### src/rtl/fifo_rd_ctrl.sv
// fifo_rd_ctrl -- read-side control of the asynchronous FIFO (read clock domain).
//
// Decodes the synchronized Gray write pointer to binary, advances the binary
// read pointer on accepted reads, and registers empty / underflow status.
// With `FIFO_RD_LEVEL_EN defined it also registers the fill level and an
// almost-empty flag. Without it, rd_level is tied to 0 and almost_empty
// follows empty, so the port list is the same in both builds.
//
// Ports:
//   clk          read-domain clock
//   reset        synchronous, active-high reset
//   rd_en        read request from the consumer
//   wq2_gray     synchronized Gray-coded write pointer (ADDR_W+1 bits)
//   rd_ptr       registered binary read pointer (to the read->write synchronizer)
//   rd_addr      RAM read address, rd_ptr[ADDR_W-1:0]
//   rd_fire      combinational accepted read, rd_en & ~empty
//   empty        registered empty flag
//   underflow    registered one-cycle pulse per rejected read
//   rd_level     registered occupancy 0..2**ADDR_W (level build only)
//   almost_empty registered rd_level <= AE_THRESH (level build only)
module fifo_rd_ctrl #(
  parameter int ADDR_W    = 4,
  parameter int AE_THRESH = 2
) (
  input  logic              clk,
  input  logic              reset,
  input  logic              rd_en,
  input  logic [ADDR_W:0]   wq2_gray,
  output logic [ADDR_W:0]   rd_ptr,
  output logic [ADDR_W-1:0] rd_addr,
  output logic              rd_fire,
  output logic              empty,
  output logic              underflow,
  output logic [ADDR_W:0]   rd_level,
  output logic              almost_empty
);

  localparam int              PW     = ADDR_W + 1;
  localparam logic [PW-1:0]   DEPTH  = PW'(2 ** ADDR_W);
  localparam logic [PW-1:0]   AE_LIM = PW'(AE_THRESH);

  function automatic logic [PW-1:0] gray2bin(input logic [PW-1:0] g);
    logic [PW-1:0] b;
    b[PW-1] = g[PW-1];
    for (int i = PW - 2; i >= 0; i--) begin
      b[i] = b[i+1] ^ g[i];
    end
    return b;
  endfunction

  // A distance above the depth only arises from incoherent pointers; clamp it.
  function automatic logic [PW-1:0] sat_level(input logic [PW-1:0] diff);
    if (diff > DEPTH) return DEPTH;
    else              return diff;
  endfunction

  logic [PW-1:0] wbin;
  logic [PW-1:0] rd_ptr_nxt;

  assign wbin       = gray2bin(wq2_gray);
  assign rd_fire    = rd_en & ~empty;
  assign rd_ptr_nxt = rd_ptr + PW'(rd_fire);
  assign rd_addr    = rd_ptr[ADDR_W-1:0];

  // Comparing against the next pointer makes empty rise on the same edge
  // that consumes the last entry.
  always_ff @(posedge clk) begin
    if (reset) begin
      rd_ptr    <= '0;
      empty     <= 1'b1;
      underflow <= 1'b0;
    end else begin
      rd_ptr    <= rd_ptr_nxt;
      empty     <= (rd_ptr_nxt == wbin);
      underflow <= rd_en & empty;
    end
  end

`ifdef FIFO_RD_LEVEL_EN
  logic [PW-1:0] level_nxt;

  assign level_nxt = sat_level(wbin - rd_ptr_nxt);

  always_ff @(posedge clk) begin
    if (reset) begin
      rd_level     <= '0;
      almost_empty <= 1'b1;
    end else begin
      rd_level     <= level_nxt;
      almost_empty <= (level_nxt <= AE_LIM);
    end
  end
`else
  // AE_THRESH and the saturation helper have no effect without the level logic.
  logic [PW-1:0] unused_level;

  assign unused_level = AE_LIM ^ sat_level('0);
  assign rd_level     = '0;
  assign almost_empty = empty;
`endif

endmodule

### config.mk
export PLATFORM = sky130hd
export DESIGN_NAME = fifo_rd_ctrl
export DESIGN_NICKNAME = d
export VERILOG_FILES = /design/src/rtl/fifo_rd_ctrl.sv
export SDC_FILE = /design/constraint.sdc
export NUM_CORES = 1
export LEC_CHECK = 0
export ABC_AREA = 1
export BUFFER_PORTS_ARGS = -buffer_cell sky130_fd_sc_hd__buf_4
export CORE_AREA = 10 10 47 49
export CTS_BUF_LIST = sky130_fd_sc_hd__clkbuf_8
export CTS_CLUSTER_DIAMETER = 80
export CTS_CLUSTER_SIZE = 12
export DETAILED_ROUTE_END_ITERATION = 7
export DIE_AREA = 0 0 57 59
export PLACE_DENSITY_LB_ADDON = 0.12
export SYNTH_ARGS = -nofsm -noshare
export SYNTH_HDL_FRONTEND = slang
export SYNTH_SLANG_ARGS = --single-unit
### constraint.sdc
create_clock -name clk -period 3.6 [get_ports clk]
set_clock_uncertainty 0.1 [all_clocks]
set_input_delay 0.18 -clock clk [delete_from_list [all_inputs] [get_ports clk]]
set_output_delay 0.18 -clock clk [all_outputs]
set_load 0.01 [all_outputs]
; ---- Word level (Yosys, flattened, before mapping)
; Index checks and enable logic that the tools add are counted.
[totals]
wordCells = 12
ff_bits = 7
[op_classes]
n_eq_ne = 1
n_bitwise = 7
add_sub_neg = 1
[op_table]
columns = op, count
row1 = $add 5x1->5, 1
row2 = $eq 5x5->1, 1
row3 = $xor 1x1->1, 4
row4 = $and 1x1->1, 2
row5 = $not 1->1, 1

; ---- Longest topological paths before layout
[depth]
depth_word = 5
mapped_depth = 12
mapped_depth_nobuf = 12

; ---- Worst setup path before layout
; No wires, ideal clock.
[synth_timing]
path_kind = reg2reg
start = register empty (netlist: almost_empty)
end = register empty (netlist: almost_empty)
n_path_buf = 0
setup_time_ns = 0.112
stages_incl_launch_ff = 12
setup_slack_ns = 1.901
synth_period_minus_slack_ns = 1.699
t_required_ns = 3.388
arrival_ns = 1.487
cell_sequence = dfxtp_1 -> nor2_1 -> ha_1 -> ha_1 -> xor2_1 -> inv_1 -> nand2_1 -> nand2_1 -> nand2_1 -> nor2_1 -> nand2_1 -> nand2_1
[synth_via]
elab_chain_cells = 4
[synth_rtl]
columns = element, line
row1 = from (decl), 32  ; output logic empty,
row2 = from (signal assigned), 74  ; empty <= (rd_ptr_nxt == wbin);
row3 = $not 1->1, 61  ; assign rd_fire = rd_en & ~empty;
row4 = $and 1x1->1, 61
row5 = named net rd_fire, 31  ; output logic rd_fire,
row6 = $add 5x1->5, 62  ; assign rd_ptr_nxt = rd_ptr + PW'(rd_fire);
row7 = $eq 5x5->1, 74
; The timed path passes the listed nets, and every way through them passes these cells.
; A chain may end at the register's enable or synchronous reset.

; ---- Final worst setup path
[layout_timing]
start = register empty (netlist: almost_empty)
end = register empty (netlist: almost_empty)
[layout_via]
elab_chain_cells = 4
[layout_rtl]
columns = element, line
row1 = $not 1->1, 61
row2 = $and 1x1->1, 61
row3 = $add 5x1->5, 62
row4 = $eq 5x5->1, 74
; No other way between the ends.

==> flow_summary.toml <==
[finish]
final_util_pct = 48.0
drive_gt1_share_pct = 29.6
layout.nets = 109
multi_input_area_um2 = 269
layout_common_cells = "22 x nand2_1, 20 x buf_4, 13 x inv_1, 7 x nor2_1, 7 x dfxtp_1"
register_area_um2 = 140
antennaDiodeCount = 0
final_area_um2 = 673
area_growth_syn_to_layout_pct = 30.0
fillers = 158
layout_commonest_cell = "nand2_1"

[power_and_ir_drop]
power_density_nw_per_um2 = 355
ir_drop_v = 0.000129
pwr-share-comb_pct = 19.6
power_frac_seq_pct = 34.7
power_switching_share_pct = 26.7
power.switching_uw = 64.0
p_int_uw = 175
pwr-share-clk_pct = 45.7
p_leak_uw = 0.000395

[timing]
holdWs_ns = 0.0754
rsz0062_at_grt = "no"
max_freq_mhz = 583
fin_crit_sh_pct = 47.6
period_needed_ns = 1.71
hold_viol = 0
setup_viol = 0
timing.setup.tns_ns = 0
drv_slew = 0

[route]
dr.pass1.iters = 4
wl_met1_um = 506
vias_per_cell = 4.43
antenna_violating_nets_post_route = 0
wirelength_um = 1270
routed.top_layer = "met4"
wl_met2_um = 649
drt_iter0_markers = 12
num_vias = 505
drc = 0
wl_met3_um = 98
detail_route.wl_per_cell_um = 11.1

[placed_design]
place_area_um2 = 628
gp_congestion = 0.771
dp_hpwl_um = 1040
port_buffers = 20

[critical_path]
r2r_setup_slack_ns = 1.89
cp_slowest_cell = "dfxtp_1"
timing.critical_path.mode_cell = "nand2_1"
r2r_end = "almost_empty"
path_class = "reg2reg"
critical_path_required_ns = 3.67
cp-end-kind = "flip-flop"
critPathArrivalTime_ns = 1.79
r2r_cells = 11
max_stage_delay_ns = 0.32
r2r_start = "almost_empty"
path_cells = "nor2_1 -> ha_1 -> ha_1 -> nand3_1 -> nand2_2 -> nand2_1 -> a21oi_1 -> nand2_1 -> nor2_1 -> nand2_1 -> nand2_1"
start_kind = "flip-flop"
cp_max_fo = 4

[outcome]
outcome = "finished, final reports clean"

[global_routing]
grt_max_degree = 8
track_usage_pct = 7.69
grt_pass1_wl_um = 2070
antenna_found_initial = 0
grt_remaining_overflow = 0
grt_pass1_vias = 490

[cts]
cts_resized = 0
clk_latency_ns = 0.23
cts_num_sinks = 7
path_clk_slew_ns = 0.04
postCtsSetupBuffers = 0
cts_max_path_buffers = 2
cts_tree = "done"
ctsHoldBuffers = 0
cts_buffers = 3
cts_root_buf = "clkbuf_8"
cts_max_level = 1

[floorplan]
boundaryPins = 26
rows = 14
start_util_pct = 37.0
die_w_um = 57
dieHeight_um = 59
coreArea_um2 = 1400
die-area_um2 = 3360

[worst_hold_path]
hold_path_depth = 2
hp-class = "in2reg"
hold_end = "rd_ptr[3]"
hp-start = "reset"

[yosys]
ys_warn_count = 0
synth_cell_types = 15
synth.cell_area_um2 = 518
synth-seq-cells = 7
ys_seq_area_share_pct = 27.1
postSynthAreaPerCell_um2 = 6.47
syn_inst = 80

[flow_run]
timing.max_cap.violations = 0
-- through the flow --
stage	std cells	power [uW]	setup WS [ns]
CTS	114	241	1.90
global placement	110	130	1.91
floorplan	84	117	1.90
detailed placement	110	131	1.91
finish	114	239	1.89
global route	114	254	1.64
-- Yosys cell counts, drive strengths merged --
cell type | count | area (um^2)
nand4 | 2 | 12.5
ha | 2 | 25.0
dfxtp | 7 | 140
xor2 | 1 | 8.76
nor2 | 7 | 26.3
inv | 13 | 48.8
buf | 10 | 75.1
conb | 1 | 3.75
a21oi | 3 | 15.0
nand2 | 24 | 95.1
nand3 | 9 | 60.1
nand3b | 1 | 7.51
-- worst max path at each step --
stage,from,end,cells after the start
floorplan,almost_empty,almost_empty,11
global placement,almost_empty,almost_empty,11
detailed placement,almost_empty,almost_empty,11
CTS,almost_empty,almost_empty,11
global route,almost_empty,almost_empty,10
finish,almost_empty,almost_empty,11
-- worst max-delay path: cells and delay by family, from the launching register on --
| family | cells | cell delay [ns] |
|---|---|---|
| fa+ha+maj | 2 | 0.44 |
| simple gates | 8 | 0.65 |
| compound gates | 1 | 0.13 |
| flops | 1 | 0.32 |
-- registers in the layout, indices dropped and copies added, names as in the netlist --
register      cells
almost_empty      1
underflow         1
rd_ptr            5
-- layer usage --
layer / vias to the layer above / global-route usage (%)
met5: - / 0
met4: 0 / 6.04
met3: 2 / 3.22
met2: 21 / 12.7
met1: 216 / 7.48
li1: 266 / -
-- final cells by class --
type | instances | share of cell area (%)
multi-input cells | 54 | 40.0
repair buffers | 20 | 22.3
flip-flops and latches | 7 | 20.8
inverters | 13 | 7.25
clock buffers | 3 | 6.13
well taps | 16 | 2.97
clock inverters | 1 | 0.558
-- logic make-up (layout without fill, tap and decap cells) --
| group | after synthesis | count (layout) | synth area share (%) |
|---|---|---|---|
| AOI/OAI and AO/OA | 3 | 3 | 2.90 |
| xor gates and xnor gates | 1 | 1 | 1.69 |
| adders and majority gates | 2 | 2 | 4.83 |
| buffers and inverters | 23 | 37 | 23.9 |
| DFF | 7 | 7 | 27.1 |
| other | 1 | 5 | 0.724 |
| and+or+nand+nor | 43 | 43 | 38.9 |
-- power by group through the flow --
stage / clock network, uW / logic (uW) / registers (uW)
6_report: 109 / 47.0 / 83.0
5_1_grt: 117 / 54.0 / 83.3
4_1_cts: 111 / 47.1 / 83.1
3_5_place_dp: 0 / 46.7 / 84.3
3_3_place_gp: 0 / 46.3 / 84.1
2_1_floorplan: 0 / 31.6 / 85.3
Power figures use the tool's default switching activity.
